## src/rtl/rf_ldst_sched.sv

```systemverilog
// -----------------------------------------------------------------------------
// rf_ldst_sched
//
// Command scheduler in front of the rf_ldst transfer engine. Load/store
// commands from the decoder are queued in a small FIFO and issued one at a
// time: the head is popped into the operand registers and a one-cycle start
// strobe is sent. The scheduler then waits for a fresh rising edge on
// ldst_done and presents a tagged completion until the caller consumes it.
// Commands with line_num==0 complete immediately without a start strobe.
//
// Handshakes (both sides): a transfer happens on a rising clk edge where
// valid && ready are both high. The producer keeps valid and its payload
// stable until that edge; ready may change freely and a ready seen while
// valid is low has no effect.
//
// Ports:
//   clk, rst_n           clock, asynchronous active-low reset
//   cmd_valid/cmd_ready  command input handshake (ready = queue not full)
//   cmd_is_store         1 = store RF->SDRAM, 0 = load SDRAM->RF
//   cmd_rf_addr          RF start line
//   cmd_sdram_addr       SDRAM start byte address
//   cmd_line_num         number of lines to move
//   cmd_tag              caller tag returned with the completion
//   ldst_load_start      one-cycle load start to rf_ldst
//   ldst_store_start     one-cycle store start to rf_ldst
//   ldst_rf_addr/ldst_sdram_addr/ldst_line_num  operands, stable from the
//                        start strobe until the next pop
//   ldst_done            transfer done from rf_ldst (level or pulse)
//   cpl_valid/cpl_ready  completion output handshake
//   cpl_tag, cpl_is_store  tag and type of the completed command
//   busy                 FSM not idle or queue non-empty
//   pending              number of queued (not yet popped) commands
// -----------------------------------------------------------------------------
module rf_ldst_sched #(
  parameter int RF_ADDR_W    = 10,
  parameter int LINE_NUM_W   = 11,
  parameter int SDRAM_ADDR_W = 32,
  parameter int FIFO_DEPTH   = 4,
  parameter int TAG_W        = 4
) (
  input  logic                              clk,
  input  logic                              rst_n,
  input  logic                              cmd_valid,
  output logic                              cmd_ready,
  input  logic                              cmd_is_store,
  input  logic [RF_ADDR_W-1:0]              cmd_rf_addr,
  input  logic [SDRAM_ADDR_W-1:0]           cmd_sdram_addr,
  input  logic [LINE_NUM_W-1:0]             cmd_line_num,
  input  logic [TAG_W-1:0]                  cmd_tag,
  output logic                              ldst_load_start,
  output logic                              ldst_store_start,
  output logic [RF_ADDR_W-1:0]              ldst_rf_addr,
  output logic [SDRAM_ADDR_W-1:0]           ldst_sdram_addr,
  output logic [LINE_NUM_W-1:0]             ldst_line_num,
  input  logic                              ldst_done,
  output logic                              cpl_valid,
  input  logic                              cpl_ready,
  output logic [TAG_W-1:0]                  cpl_tag,
  output logic                              cpl_is_store,
  output logic                              busy,
  output logic [$clog2(FIFO_DEPTH+1)-1:0]   pending
);

  localparam int PEND_W = $clog2(FIFO_DEPTH + 1);
  localparam int PTR_W  = $clog2(FIFO_DEPTH);
  localparam logic [PEND_W-1:0] FULL_CNT = PEND_W'(FIFO_DEPTH);

  typedef struct packed {
    logic                    is_store;
    logic [RF_ADDR_W-1:0]    rf_addr;
    logic [SDRAM_ADDR_W-1:0] sdram_addr;
    logic [LINE_NUM_W-1:0]   line_num;
    logic [TAG_W-1:0]        tag;
  } cmd_t;

  typedef enum logic [1:0] {
    IDLE  = 2'd0,
    ISSUE = 2'd1,
    WAIT  = 2'd2,
    CPL   = 2'd3
  } state_t;

  // Queue storage carries no reset: entries are only read when count_q says
  // they were written.
  cmd_t fifo_mem [FIFO_DEPTH];

  state_t                  state_q, state_d;
  logic [PTR_W-1:0]        wr_ptr_q, wr_ptr_d;
  logic [PTR_W-1:0]        rd_ptr_q, rd_ptr_d;
  logic [PEND_W-1:0]       count_q, count_d;
  logic                    cmd_ready_q, cmd_ready_d;
  logic                    load_start_q, load_start_d;
  logic                    store_start_q, store_start_d;
  logic [RF_ADDR_W-1:0]    rf_addr_q, rf_addr_d;
  logic [SDRAM_ADDR_W-1:0] sdram_addr_q, sdram_addr_d;
  logic [LINE_NUM_W-1:0]   line_num_q, line_num_d;
  logic [TAG_W-1:0]        cur_tag_q, cur_tag_d;
  logic                    cur_store_q, cur_store_d;
  logic                    cpl_valid_q, cpl_valid_d;
  logic [TAG_W-1:0]        cpl_tag_q, cpl_tag_d;
  logic                    cpl_is_store_q, cpl_is_store_d;
  logic                    busy_q, busy_d;
  logic                    done_q;

  logic push;
  logic pop;
  logic done_rise;
  cmd_t cmd_in;
  cmd_t head;

  always_comb begin
    cmd_in.is_store   = cmd_is_store;
    cmd_in.rf_addr    = cmd_rf_addr;
    cmd_in.sdram_addr = cmd_sdram_addr;
    cmd_in.line_num   = cmd_line_num;
    cmd_in.tag        = cmd_tag;
  end

  always_comb begin
    push      = cmd_valid && cmd_ready_q;
    pop       = (state_q == IDLE) && (count_q != '0);
    head      = fifo_mem[rd_ptr_q];
    // Only a fresh rising edge counts, so a done left high from an earlier
    // transfer cannot complete the current one.
    done_rise = ldst_done && !done_q;

    state_d        = state_q;
    load_start_d   = 1'b0;
    store_start_d  = 1'b0;
    rf_addr_d      = rf_addr_q;
    sdram_addr_d   = sdram_addr_q;
    line_num_d     = line_num_q;
    cur_tag_d      = cur_tag_q;
    cur_store_d    = cur_store_q;
    cpl_valid_d    = cpl_valid_q;
    cpl_tag_d      = cpl_tag_q;
    cpl_is_store_d = cpl_is_store_q;

    unique case (state_q)
      IDLE: begin
        if (pop) begin
          rf_addr_d    = head.rf_addr;
          sdram_addr_d = head.sdram_addr;
          line_num_d   = head.line_num;
          cur_tag_d    = head.tag;
          cur_store_d  = head.is_store;
          if (head.line_num == '0) begin
            // Nothing to move: complete directly without touching rf_ldst.
            state_d        = CPL;
            cpl_valid_d    = 1'b1;
            cpl_tag_d      = head.tag;
            cpl_is_store_d = head.is_store;
          end else begin
            state_d       = ISSUE;
            load_start_d  = !head.is_store;
            store_start_d = head.is_store;
          end
        end
      end
      ISSUE: begin
        // A done edge during the strobe cycle belongs to nothing we issued.
        state_d = WAIT;
      end
      WAIT: begin
        if (done_rise) begin
          state_d        = CPL;
          cpl_valid_d    = 1'b1;
          cpl_tag_d      = cur_tag_q;
          cpl_is_store_d = cur_store_q;
        end
      end
      CPL: begin
        if (cpl_ready) begin
          state_d     = IDLE;
          cpl_valid_d = 1'b0;
        end
      end
      default: state_d = IDLE;
    endcase

    wr_ptr_d    = wr_ptr_q + PTR_W'(push);
    rd_ptr_d    = rd_ptr_q + PTR_W'(pop);
    count_d     = count_q + PEND_W'(push) - PEND_W'(pop);
    cmd_ready_d = (count_d != FULL_CNT);
    busy_d      = (state_d != IDLE) || (count_d != '0);
  end

  always_ff @(posedge clk) begin
    if (push) begin
      fifo_mem[wr_ptr_q] <= cmd_in;
    end
  end

  always_ff @(posedge clk or negedge rst_n) begin
    if (!rst_n) begin
      state_q        <= IDLE;
      wr_ptr_q       <= '0;
      rd_ptr_q       <= '0;
      count_q        <= '0;
      cmd_ready_q    <= 1'b1;
      load_start_q   <= 1'b0;
      store_start_q  <= 1'b0;
      rf_addr_q      <= '0;
      sdram_addr_q   <= '0;
      line_num_q     <= '0;
      cur_tag_q      <= '0;
      cur_store_q    <= 1'b0;
      cpl_valid_q    <= 1'b0;
      cpl_tag_q      <= '0;
      cpl_is_store_q <= 1'b0;
      busy_q         <= 1'b0;
      done_q         <= 1'b1;
    end else begin
      state_q        <= state_d;
      wr_ptr_q       <= wr_ptr_d;
      rd_ptr_q       <= rd_ptr_d;
      count_q        <= count_d;
      cmd_ready_q    <= cmd_ready_d;
      load_start_q   <= load_start_d;
      store_start_q  <= store_start_d;
      rf_addr_q      <= rf_addr_d;
      sdram_addr_q   <= sdram_addr_d;
      line_num_q     <= line_num_d;
      cur_tag_q      <= cur_tag_d;
      cur_store_q    <= cur_store_d;
      cpl_valid_q    <= cpl_valid_d;
      cpl_tag_q      <= cpl_tag_d;
      cpl_is_store_q <= cpl_is_store_d;
      busy_q         <= busy_d;
      done_q         <= ldst_done;
    end
  end

  assign cmd_ready        = cmd_ready_q;
  assign ldst_load_start  = load_start_q;
  assign ldst_store_start = store_start_q;
  assign ldst_rf_addr     = rf_addr_q;
  assign ldst_sdram_addr  = sdram_addr_q;
  assign ldst_line_num    = line_num_q;
  assign cpl_valid        = cpl_valid_q;
  assign cpl_tag          = cpl_tag_q;
  assign cpl_is_store     = cpl_is_store_q;
  assign busy             = busy_q;
  assign pending          = count_q;

endmodule

```

## config.mk

```make
export PLATFORM = sky130hd
export DESIGN_NAME = rf_ldst_sched
export DESIGN_NICKNAME = d
export VERILOG_FILES = /design/src/rtl/rf_ldst_sched.sv
export SDC_FILE = /design/constraint.sdc
export NUM_CORES = 1
export LEC_CHECK = 0
export BUFFER_PORTS_ARGS = -buffer_cell sky130_fd_sc_hd__buf_2
export CAP_MARGIN = 30
export CORE_AREA = 2 2 150 152
export CTS_BUF_LIST = sky130_fd_sc_hd__clkbuf_8
export CTS_CLUSTER_DIAMETER = 150
export CTS_CLUSTER_SIZE = 14
export DETAILED_ROUTE_END_ITERATION = 6
export DIE_AREA = 0 0 152 154
export PLACE_DENSITY = 0.86
export SLEW_MARGIN = 30
export SYNTH_ARGS = -nofsm -noshare
export SYNTH_HDL_FRONTEND = slang
export SYNTH_SLANG_ARGS = --single-unit
```

## constraint.sdc

```tcl
create_clock -name clk -period 5.77 [get_ports clk]
set_input_delay 1.154 -clock clk [delete_from_list [all_inputs] [get_ports clk]]
set_output_delay 1.154 -clock clk [all_outputs]
set_load 0.01 [all_outputs]
```

[Word-level counts from Yosys, hierarchy flattened]
Memories as Yosys holds them, arrays and structs flattened.
Index checks and enable logic that the tools add are counted.
Cells by class
  muxes and demuxes: 26
  bitwise operators: 0
  reductions and logical operators: 16
  div/mod/pow operators: 0
  equality and inequality tests: 8
  $lt $le $gt $ge: 0
  multiply operators: 0
  $add $sub $neg: 4
  shift-type cells: 0
Operator list (count)
  1-bit two-way mux: 15
  4-bit two-way mux: 3
  11-bit zero test: 1
  3-bit nonzero test: 3
  2-bit two-way mux: 4
  2-bit case mux with 4 select lines: 1
  4-bit case mux with 2 select lines: 1
  2-bit inequality test (second input constant): 3
  5-bit AND reduction: 1
  2-bit by 1-bit adder with 2-bit output: 2
  2-bit equality test (second input constant): 2
  4-bit AND reduction: 1
  2-bit nonzero test: 2
  3-bit by 1-bit adder with 3-bit output: 1
  1-bit logical AND: 3
  3-bit inequality test (second input constant): 1
  1-bit case mux with 3 select lines: 1
  3-bit by 1-bit subtractor with 3-bit output: 1
  2-bit by 1-bit equality test with 1-bit output (second input constant): 1
  1-bit zero test: 2
  2-bit zero test: 1
  2-bit by 1-bit inequality test with 1-bit output (second input constant): 1
  1-bit case mux with 2 select lines: 1
  2-bit AND reduction: 1
  1-bit logical OR: 1
Storage, ports and cells
  latch bits: 0
  input bits: 63
  ROM bits: 0
  output and inout bits: 66
  RAM bits: 232
  flip-flop bits (word level): 78
  memories: 1
  logic and storage cells: 72
Memories
  fifo_mem: words 4, bits a word 58, read ports 1, clocked after memory_dff 0, write ports 1, line 85  | cmd_t fifo_mem [FIFO_DEPTH];

[Depth between registers and ports, before layout]
Gate-level depths: netlist of the first run.
An unclocked memory read counts as a cell.
  depth after elaboration: 7
  mapped depth: 12
  gate-level depth less buffers: 11

[Worst setup path before layout of the first run]
No wires, ideal clock.
  kind: input to register
  from: in cmd_valid
  to: mem fifo_mem[1][0] (netlist name), enable pin
  cell stages on the path: 2
  buffers on the path: 0
  arrival: 5.545 ns
  path slack: -0.333 ns
  required time: 5.213 ns
  path through: nand2_1 nor3b_1
Between the ends
  cells in the longest elaborated chain, start to end: 3
RTL lines
  start: declaration: line 43  | input logic cmd_valid,
  1-bit logical AND: line 120  | push = cmd_valid && cmd_ready_q;
  1-bit two-way mux: line 189  | if (push) begin
  1-bit two-way mux (implied by the code): line 190  | fifo_mem[wr_ptr_q] <= cmd_in;
  end: declaration: line 85
Every way passes these cells.

[Final worst setup path of the first run]
  from: reg state_q[1]
  to: reg busy_q (netlist: busy)
Between the ends
  elaborated cells between the ends (all ways): 13
  classes of those cells: 1 x add/sub; 3 x eq/ne; 4 x mux; 5 x reduce/logical
RTL lines
  start: declaration: line 87  | state_t state_q, state_d;
  start signal: assignment: line 214  | state_q <= state_d;
  2-bit zero test: line 121  | pop = (state_q == IDLE) && (count_q != '0);
  1-bit logical AND: line 121
  3-bit by 1-bit subtractor with 3-bit output: line 183  | count_d = count_q + PEND_W'(push) - PEND_W'(pop);
  named net count_d[2]: line 90  | logic [PEND_W-1:0] count_q, count_d;
  3-bit nonzero test: line 185  | busy_d = (state_d != IDLE) || (count_d != '0);
  1-bit logical OR: line 185
  named net busy_d: line 102  | logic busy_q, busy_d;
  end signal: assignment: line 229  | busy_q <= busy_d;
  end: declaration: line 102
The timed path passes the listed nets, and every way through them passes these cells.
A chain may end at the register's enable or synchronous reset.

==> results of run 1 <==
==> worst paths after layout <==
path                            cells after the start                       startpoint  slack, ns                              end
min in group asynchronous                           1                            rst_n       0.60     ldst_line_num[3]$_DFFE_PN0P_
max in group asynchronous                           1                            rst_n       4.57            rd_ptr_q[0]$_DFF_PN0_
worst max-delay path                               12             state_q[1]$_DFF_PN0_       2.13                   busy$_DFF_PN0_
worst min register to register                      2  ldst_sdram_addr[22]$_DFFE_PN0P_       0.47  ldst_sdram_addr[22]$_DFFE_PN0P_
worst max register to register                     12             state_q[1]$_DFF_PN0_       2.13                   busy$_DFF_PN0_
worst min-delay path                                2  ldst_sdram_addr[22]$_DFFE_PN0P_       0.47  ldst_sdram_addr[22]$_DFFE_PN0P_
==> per-layer routing <==
metal  routed length (um)  vias up
met5                    0        -
met4                  394        0
met3                 1230       33
met2                10400      163
met1                 9000     2931
li1                     -     2620
==> registers in the layout (all words and copies together) (netlist names), 3 cells and up <==
signal	cells
ldst_line_num	11
ldst_sdram_addr	32
pending	3
fifo_mem	232
ldst_rf_addr	10
cur_tag_q	4
cpl_tag	4
==> where the power goes <==
part	leakage (uW)	switching, uW	internal [uW]
registers	0.00308	297	3000
logic	0.00169	1060	867
clock network	0.000305	676	429
==> metrics by stage <==
stage / utilization / cells / setup TNS (ns)
global placement: 0.576 / 1018 / 0
detailed placement: 0.576 / 1018 / 0
finish: 0.598 / 1070 / 0
floorplan: - / 626 / -37.57
global route: 0.598 / 1067 / 0
CTS: 0.597 / 1066 / 0
==> cell families after synthesis <==
| group | synth area share |
|---|---|
| xor gates and xnor gates | 0.00304 |
| adders and majority gates | 0.00608 |
| and+or+nand+nor | 0.0712 |
| AOI/OAI and AO/OA | 0.00500 |
| DFF | 0.775 |
| buffers and inverters | 0.0135 |
| muxes | 0.127 |
==> final cells by class <==
type / count / area, um2
Multi-Input combinational cell: 283 / 2470
Clock inverter: 22 / 100
Timing Repair Buffer: 138 / 722
Clock buffer: 26 / 358
Tap cell: 280 / 350
Inverter: 7 / 26.3
Antenna cell: 4 / 10.0
Fill cell: 1603 / 8720
Sequential cell: 310 / 8930
==> layout by cell type, fill, tap and decap left out, drive strengths merged <==
master	instances
inv	28
nor2b	1
nand3	1
and3	2
fa	1
o21ai	2
diode	4
edfxtp	232
nor2	5
mux4	58
xnor2	2
dfrtp	76
nor3b	3
nor3	2
mux2	9
ha	4
nand2	178
or4	1
nor4	2
clkinv	1
a311oi	1
o31ai	1
nand2b	4
dfstp	2
clkbuf	26
a21oi	1
buf	138
xor2	2
o22ai	1
a221oi	1
mux2i	1
==> worst register-to-register path: stages, from the launching register on <==
cell and delay, ns:
dfrtp_1 0.46, nor2_1 0.41, o31ai_4 0.14, inv_2 0.06
buf_4 0.58, ha_1 0.40, inv_1 0.06, ha_1 0.13
inv_1 0.05, fa_1 0.41, xnor2_1 0.15, xnor2_1 0.16
or4_1 0.53
==> flow_summary_export.csv, run 1 <==
group,metric,value,unit
drt,ant_nets,0,
cts,cts_buffers,26,
yosys,ys_ff_latch,310,
yosys,yosysTopAreaCell,"edfxtp_1",
timing,worst_slack,2.13,ns
yosys,syn_nets,694,
yosys,synth_top_area_frac,0.605,
drt,postRouteWirelength,21100,um
yosys,synth_flop_cell,"edfxtp_1",
timing,rsz0062_at_grt,"false",
cts,clk_pin_slew,0.09,ns
yosys,ys_seq_area_frac,0.775,
setup_path,cp_max_fo,63,
grt,overflow,0,
grt,antenna_found_initial,4,
power_and_ir_drop,total_power,6330,uW
timing,clock.fmax,275,MHz
layout,nets,834,
floorplanning,core_area,21700,um2
setup_path,slowest_delay,0.58,ns
timing,fin_skew,0.0253,ns
grt,grt.met3_usage,0.0375,
yosys,ys_top_cells_by_count,"edfxtp_1 (232), nand2_1 (178), dfrtp_1 (76)",
power_and_ir_drop,power.density,488,nW/um2
layout,area_growth,12.6,%
timing,slew_headroom,0.382,
setup_path,cp_num_buf_inv,4,
drt,vias,5747,
yosys,synth_most_common_cell,"edfxtp_1",
floorplanning,ios,129,
yosys,synth_edf_count,232,
timing,worst_pin_slew,0.927,ns
floorplanning,initial_core_util,0.531,
floorplanning,rows,54,
timing,timing.hold.ws,0.473,ns
yosys,syn_area,11500,um2
setup_path,cp_top_family,"simple AND/OR/NAND/NOR gates",
power_and_ir_drop,irDropWorstVdd,0.000322,V
cts,htreeDepth,1,
drt,drc,0,
worst_hold_path,hp-class,"reg2reg",
yosys,ys_warn_count,0,
yosys,postSynthCellCount,626,
setup_path,critPathLaunchType,"register",
cts,cts.path.max_buffers,3,
cts,worstSkewPairLatency,0.58,ns
cts,cts_sinks,310,
yosys,ys_types,37,
setup_path,path_class,"reg2reg",
layout,final_area,13000,um2
setup_path,cp_slowest_cell,"buf_4",
floorplanning,dieHeight,154,um
timing,finalHoldViolCount,0,
placed_design,numPortBuffers,128,
yosys,async_reset_ff_frac,0.252,
timing,final.min_clock_period,3.64,ns
yosys,synth_area_leaders,"edfxtp_1 (60%), dfrtp_1 (17%), mux4_2 (10%)",
floorplanning,die_w,152,um
placed_design,dp_slack,2.16,ns
grt,busiest_layer,"met2",
grt,grt_pass1_vias,6133,
grt,met1_usage,0.254,
cts,holdBufCountCts,0,
cts,cts_resized,0,
placed_design,place_congestion,0.746,
floorplanning,dieArea,23400,um2
grt,grt_first_pass_wirelength,33600,um
placed_design,dpl.hpwl,12800,um
cts,post_cts_buffers,0,
grt,grt_usage,0.184,
timing,setup_viol,0,
yosys,syn_avg_cell_area,18.4,um2
placed_design,place_area,12500,um2
setup_path,crit_arrival,4.08,ns
job,cap_viol_max_count,0,
status,status,"completed",
setup_path,cp_cell_sequence,"nor2_1 -> o31ai_4 -> inv_2 -> buf_4 -> ha_1 -> inv_1 -> ha_1 -> inv_1 -> fa_1 -> xnor2_1 -> xnor2_1 -> or4_1",
drt,drt_first_pass_iters,5,
timing,timing.final.crit_share,0.631,
drt,wl_per_cell,19.7,um
timing,final_max_slew_viol_count,0,
setup_path,worst-endpoint-required,6.21,ns
grt,met2_usage,0.308,
cts,cts_tree,"built",
power_and_ir_drop,leakagePower,0.00508,uW
drt,drt-initial-drc-count,340,
cts,clockRootBuffer,"clkbuf_8",
drt,post_drt_via_cell_ratio,5.37,
layout,drive_gt1_frac,0.308,
grt,grt_max_degree,79,
setup_path,crit_path_end_kind,"register",
No activity file was read; power rests on OpenSTA's default activity.
==> run 2, diff against run 1 <==
==> constraint.sdc (replaced) <==
create_clock -name clk -period 3.2 [get_ports clk]
set_input_delay 0.64 -clock clk [delete_from_list [all_inputs] [get_ports clk]]
set_output_delay 0.64 -clock clk [all_outputs]
set_load 0.01 [all_outputs]
==> flow_summary_export.csv, run 2 (synthesis results as in run 1) <==
group,metric,value,unit
status,status,"completed",
power_and_ir_drop,p_int,7820,uW
setup_path,cp_slowest_cell,"or4_1",
placed_design,place_congestion,0.730,
layout,final_common_cell,"edfxtp_1",
floorplanning,ios,129,
timing,timing.final.crit_share,0.848,
setup_path,worst-endpoint-required,3.62,ns
setup_path,r2r-start,"state_q[1]$_DFF_PN0_",
cts,cts_resized,0,
worst_hold_path,hold_path_end,"done_q$_DFF_PN1_",
setup_path,cp_top_family,"simple AND/OR/NAND/NOR gates",
floorplanning,dieArea,23400,um2
layout,final_area,13100,um2
layout,multi_input_area,2490,um2
timing,final_max_slew_viol_count,0,
drt,drt-initial-drc-count,362,
cts,cts_tree,"built",
floorplanning,initial_core_util,0.531,
placed_design,numPortBuffers,128,
placed_design,place_area,12600,um2
setup_path,cp_cell_sequence,"nor2_1 -> o31ai_4 -> inv_2 -> ha_1 -> inv_1 -> ha_1 -> inv_1 -> fa_1 -> xnor2_1 -> xnor2_1 -> or4_1",
floorplanning,dieHeight,154,um
timing,clock.fmax,369,MHz
cts,holdBufCountCts,1,
setup_path,crit_path_end_kind,"register",
power_and_ir_drop,total_power,11500,uW
cts,cts.path.max_buffers,3,
setup_path,slowest_delay,0.52,ns
cts,htreeDepth,1,
drt,drc,0,
job,cap_viol_max_count,0,
timing,finalHoldViolCount,0,
timing,rsz0062_at_grt,"false",
floorplanning,die_w,152,um
layout,drive_gt1_frac,0.313,
drt,drt_first_pass_iters,4,
power_and_ir_drop,irDropWorstVdd,0.000558,V
power_and_ir_drop,seq_power_share,0.513,
timing,worst_pin_slew,0.730,ns
grt,overflow,0,
power_and_ir_drop,leakagePower,0.00513,uW
floorplanning,core_area,21700,um2
timing,timing.hold.ws,0.216,ns
layout,top_register,"fifo_mem",
cts,post_cts_buffers,0,
drt,wl_per_cell,19.8,um
cts,cts_buffers,26,
timing,tns,0,ns
setup_path,r2r_slack,0.49,ns
setup_path,crit_arrival,3.14,ns
cts,cts_sinks,310,
power_and_ir_drop,p_sw_frac,0.320,
drt,postRouteWirelength,21300,um
worst_hold_path,hold_start,"ldst_done",
grt,grt_first_pass_wirelength,33900,um
setup_path,worstRegToRegCells,11,
layout,fill_cells,1594,
worst_hold_path,hp-class,"in2reg",
grt,grt_usage,0.185,
worst_hold_path,whs_path_depth,1,
drt,post_drt_via_cell_ratio,5.33,
layout,area_growth,13.5,%
layout,nets,841,
cts,worstSkewPairLatency,0.55,ns
setup_path,cp_max_fo,7,
timing,final.min_clock_period,2.71,ns
grt,grt_max_degree,63,
placed_design,dpl.hpwl,13200,um
power_and_ir_drop,comb_power_share,0.312,
grt,antenna_found_initial,5,
setup_path,cp_num_cells,11,
timing,setup_viol,0,
cts,clk_pin_slew,0.09,ns
power_and_ir_drop,p_switching,3680,uW
power_and_ir_drop,power.density,880,nW/um2
power_and_ir_drop,clock_power_share,0.175,
layout,largest_reg_flops,232,
timing,fin_skew,0.0176,ns
floorplanning,rows,54,
drt,vias,5728,
layout,final_cell_mix,"edfxtp_1 (232), nand2_1 (178), buf_2 (127)",
setup_path,critPathLaunchType,"register",
drt,ant_nets,0,
setup_path,path_class,"reg2reg",
layout,seq_area,8930,um2
setup_path,timing.rr.end,"busy$_DFF_PN0_",
grt,grt_pass1_vias,6101,
setup_path,cp_num_buf_inv,3,
cts,clockRootBuffer,"clkbuf_8",
timing,slew_headroom,0.514,
run 2: cell count changes in the layout (fill, tap and decap cells not counted), moves of 2 or more:
| cell | delta |
|---|---|
| buf_12 | +3 |
| buf_4 | +4 |
| diode_2 | -2 |
| nor3b_2 | -2 |
| nor3b_4 | +2 |
run 2: worst max-delay path by stage:
stage / from / endpoint / slack [ns]
2_1_floorplan: state_q[1]$_DFF_PN0_ / busy$_DFF_PN0_ / 0.06
3_3_place_gp: cmd_valid / busy$_DFF_PN0_ / 0.53
3_5_place_dp: cmd_valid / busy$_DFF_PN0_ / 0.50
4_1_cts: state_q[1]$_DFF_PN0_ / busy$_DFF_PN0_ / 0.47
5_1_grt: state_q[1]$_DFF_PN0_ / busy$_DFF_PN0_ / 0.26
6_report: state_q[1]$_DFF_PN0_ / busy$_DFF_PN0_ / 0.49
run 2: power groups by stage:
stage               Combinational (uW)  Clock, uW  Sequential, uW
finish                            3590       2010            5900
global placement                  3570          0            5930
floorplan                         2420          0            6020
detailed placement                3670          0            5990
global route                      3990       2240            6010
CTS                               3680       2090            5910
run 2: area by class of cell:
type | count | area share
inverters | 7 | 0.00201
clock inverters | 21 | 0.00699
repair buffers | 145 | 0.0620
diodes | 2 | 0.000383
clock buffers | 27 | 0.0284
flip-flops and latches | 310 | 0.683
well taps | 280 | 0.0268
multi-input cells | 283 | 0.190
run 2: metal layers:
metal,GRT usage,vias up,wire (um)
li1,-,2628,-
met3,0.0426,28,1370
met4,0.0334,6,252
met5,0,-,39
met2,0.308,156,10400
met1,0.257,2910,9200
run 2: metrics by stage:
step | setup WS (ns) | utilization | std cells
detailed placement | 0.498 | 0.581 | 1024
finish | 0.486 | 0.603 | 1075
global route | 0.257 | 0.602 | 1073
CTS | 0.467 | 0.602 | 1073
floorplan | 0.0589 | - | 626
global placement | 0.533 | 0.581 | 1024
run 2: worst register-to-register path, stage by stage, from the launching register on:
cell and delay [ns]:
dfrtp_1 0.45, nor2_1 0.26, o31ai_4 0.13, inv_2 0.07, ha_1 0.21, inv_1 0.06, ha_1 0.13, inv_1 0.05
fa_1 0.40, xnor2_1 0.15, xnor2_1 0.16, or4_1 0.52
==> run 3, diff against run 2 <==
--- a/config.mk
+++ b/config.mk
@@ -5,6 +5,7 @@
 export SDC_FILE = /design/constraint.sdc
 export NUM_CORES = 1
 export LEC_CHECK = 0
+export ABC_AREA = 1
 export BUFFER_PORTS_ARGS = -buffer_cell sky130_fd_sc_hd__buf_2
 export CAP_MARGIN = 30
 export CORE_AREA = 2 2 150 152
@@ -13,7 +14,7 @@
 export CTS_CLUSTER_SIZE = 14
 export DETAILED_ROUTE_END_ITERATION = 6
 export DIE_AREA = 0 0 152 154
-export PLACE_DENSITY = 0.86
+export PLACE_DENSITY = 0.87
 export SLEW_MARGIN = 30
 export SYNTH_ARGS = -nofsm -noshare
 export SYNTH_HDL_FRONTEND = slang
==> constraint.sdc (replaced) <==
create_clock -name clk -period 2.3 [get_ports clk]
set_input_delay 0.46 -clock clk [delete_from_list [all_inputs] [get_ports clk]]
set_output_delay 0.46 -clock clk [all_outputs]
set_load 0.01 [all_outputs]
==> flow_summary_export.csv, run 3 <==
group,metric,value,unit
drt,wl_per_cell,17.3,um
layout,multi_input_area,2600,um2
timing,rsz0062_at_grt,"true",
setup_path,cp_cell_sequence,"nor2_4 -> nand2_2 -> nand2_2 -> inv_2 -> ha_4 -> inv_4 -> ha_4 -> inv_2 -> fa_2 -> xor2_1 -> xor2_1 -> nand3_1 -> nor2_1 -> nand4_1",
setup_path,crit_arrival,2.77,ns
floorplanning,rows,54,
yosys,yosysTopAreaCell,"edfxtp_1",
yosys,synth_flop_cell,"edfxtp_1",
setup_path,critPathLaunchType,"register",
grt,antenna_found_initial,4,
layout,seq_area,8930,um2
cts,clk_pin_slew,0.10,ns
grt,grt_pass1_vias,7391,
grt,grt_usage,0.201,
drt,post_drt_via_cell_ratio,5.35,
status,status,"complete, but fails checks",
layout,final_common_cell,"edfxtp_1",
timing,clock.fmax,426,MHz
timing,timing.hold.ws,0.114,ns
placed_design,dp_slack,0.0332,ns
yosys,ys_types,29,
drt,drt-initial-drc-count,529,
power_and_ir_drop,clock_power_share,0.160,
grt,grt_max_degree,89,
yosys,ys_top_cells_by_count,"edfxtp_1 (232), nor2_1 (225), o21ai_0 (111)",
layout,top_register,"fifo_mem",
status,violations,"negative setup slack",
setup_path,cp_max_fo,2,
timing,tns,-0.0494,ns
timing,final_max_slew_viol_count,0,
grt,grt_first_pass_wirelength,37400,um
setup_path,worst-endpoint-required,2.72,ns
timing,final.min_clock_period,2.35,ns
cts,cts_tree,"built",
yosys,ys_ff_latch,310,
yosys,syn_area,11800,um2
layout,fill_cells,1630,
power_and_ir_drop,p_int,10900,uW
drt,postRouteWirelength,23600,um
yosys,async_reset_ff_frac,0.252,
layout,largest_reg_flops,232,
yosys,synth_area_leaders,"edfxtp_1 (59%), dfrtp_1 (16%), nor2_1 (7.2%)",
setup_path,timing.rr.end,"busy$_DFF_PN0_",
floorplanning,ios,129,
setup_path,r2r-start,"pending[1]$_DFF_PN0_",
floorplanning,dieHeight,154,um
worst_hold_path,hold_path_end,"fifo_mem[1][40]$_DFFE_PP_",
layout,drive_gt1_frac,0.199,
setup_path,path_class,"reg2reg",
power_and_ir_drop,comb_power_share,0.369,
power_and_ir_drop,irDropWorstVdd,0.000661,V
drt,drc,0,
timing,worst_pin_slew,0.600,ns
power_and_ir_drop,power.density,1300,nW/um2
layout,final_cell_mix,"edfxtp_1 (232), nor2_1 (223), buf_2 (127)",
worst_hold_path,whs_path_depth,1,
floorplanning,die_w,152,um
yosys,synth_edf_count,232,
setup_path,cp_num_buf_inv,3,
floorplanning,dieArea,23400,um2
drt,vias,7301,
placed_design,numPortBuffers,128,
setup_path,cp_slowest_cell,"dfrtp_2",
cts,cts.path.max_buffers,3,
timing,worst_slack,-0.0494,ns
power_and_ir_drop,seq_power_share,0.471,
setup_path,r2r_slack,-0.05,ns
setup_path,cp_top_family,"adder cells",
worst_hold_path,hold_start,"cmd_sdram_addr[25]",
job,cap_viol_max_count,0,
yosys,ys_warn_count,0,
timing,finalHoldViolCount,0,
worst_hold_path,hp-class,"in2reg",
power_and_ir_drop,p_switching,6520,uW
yosys,synth_most_common_cell,"edfxtp_1",
cts,worstSkewPairLatency,0.55,ns
setup_path,worstRegToRegCells,14,
yosys,syn_avg_cell_area,12.7,um2
yosys,synth_top_area_frac,0.592,
cts,htreeDepth,1,
drt,drt_first_pass_iters,6,
layout,area_growth,13.7,%
floorplanning,initial_core_util,0.543,
layout,nets,1130,
timing,fin_skew,0.0260,ns
layout,final_area,13400,um2
power_and_ir_drop,leakagePower,0.00513,uW
cts,clockRootBuffer,"clkbuf_8",
timing,slew_headroom,0.599,
setup_path,crit_path_end_kind,"register",
cts,cts_sinks,310,
power_and_ir_drop,total_power,17400,uW
power_and_ir_drop,p_sw_frac,0.374,
placed_design,dpl.hpwl,14000,um
placed_design,place_area,12800,um2
timing,timing.final.crit_share,1.02,
floorplanning,core_area,21700,um2
yosys,postSynthCellCount,925,
setup_path,slowest_delay,0.43,ns
placed_design,place_congestion,0.787,
timing,setup_viol,1,
cts,cts_buffers,26,
grt,overflow,0,
drt,ant_nets,0,
yosys,ys_seq_area_frac,0.758,
yosys,syn_nets,993,
[run 3: cell count changes in the layout (fill, tap and decap cells not counted), moves of 6 or more]
| cell | before | now |
|---|---|---|
| mux4_1 | 6 | 0 |
| inv_1 | 26 | 32 |
| mux4_2 | 52 | 0 |
| nand3_1 | 0 | 30 |
| buf_4 | 14 | 22 |
| a31oi_1 | 0 | 43 |
| nor2_1 | 5 | 223 |
| o21ai_0 | 2 | 111 |
| nand2_1 | 178 | 103 |
[run 3: worst max-delay path by stage]
| stage | end | cells after the start | slack, ns | from |
|---|---|---|---|---|
| floorplan | fifo_mem[0][0]$_DFFE_PP_ | 2 | -0.23 | cmd_ready$_DFF_PN1_ |
| global placement | busy$_DFF_PN0_ | 14 | 0.08 | pending[0]$_DFF_PN0_ |
| detailed placement | busy$_DFF_PN0_ | 14 | 0.03 | pending[0]$_DFF_PN0_ |
| CTS | busy$_DFF_PN0_ | 14 | -0.003 | pending[0]$_DFF_PN0_ |
| global route | busy$_DFF_PN0_ | 14 | -0.18 | pending[1]$_DFF_PN0_ |
| finish | busy$_DFF_PN0_ | 14 | -0.05 | pending[1]$_DFF_PN0_ |
[run 3: cell families (layout without fill, tap and decap cells)]
logic type / Yosys count / count (layout) / synth area share
AND/OR/NAND/NOR: 374 / 374 / 0.127
flip-flops: 310 / 310 / 0.758
XOR/XNOR: 4 / 4 / 0.00297
other: 0 / 2 / 0
AO/OA/AOI/OAI: 165 / 165 / 0.0763
adder cells (fa/ha/maj): 5 / 5 / 0.00595
buffers and inverters: 67 / 224 / 0.0299
[run 3: power by group through the flow]
stage                     sequential, uW  combinational [uW]  clock, uW
final                               8220                6440       2790
after global routing                8370                7250       3110
after CTS                           8230                6320       2890
after detailed placement            8350                6310          0
after global placement              8290                6040          0
after floorplan                     8470                4150          0
[run 3: area by class of cell]
cell class | instances | area share
flip-flops and latches | 310 | 0.667
multi-input cells | 548 | 0.194
repair buffers | 159 | 0.0732
clock buffers | 27 | 0.0277
well taps | 280 | 0.0262
clock inverters | 21 | 0.00682
inverters | 17 | 0.00514
diodes | 2 | 0.000374
[run 3: routing by layer]
metal	up-vias	routed length (um)	GRT usage
met3	35	1580	0.0369
li1	3505	-	-
met1	3514	9360	0.251
met5	-	26	0
met2	243	12100	0.359
met4	4	492	0.0623
[run 3: through the flow]
| step | cells | utilization |
|---|---|---|
| 4_1_cts | 1358 | 0.614 |
| 6_report | 1364 | 0.618 |
| 2_1_floorplan | 925 | - |
| 3_3_place_gp | 1308 | 0.591 |
| 3_5_place_dp | 1308 | 0.591 |
| 5_1_grt | 1364 | 0.618 |
[run 3: worst register-to-register path, stage by stage (launching register included)]
cell and delay, ns:
dfrtp_2 0.43, nor2_4 0.12, nand2_2 0.06, nand2_2 0.07, inv_2 0.05, ha_4 0.21
inv_4 0.06, ha_4 0.13, inv_2 0.04, fa_2 0.37, xor2_1 0.18, xor2_1 0.20
nand3_1 0.10, nor2_1 0.11, nand4_1 0.08
[run 3: repair_timing]
item	CTS	global route
setup endpoints to repair	1	2
resized for setup	0	9
pin swaps	0	8
buffers inserted	0	3
hold buffers	2	0
hold endpoints to repair	22	0
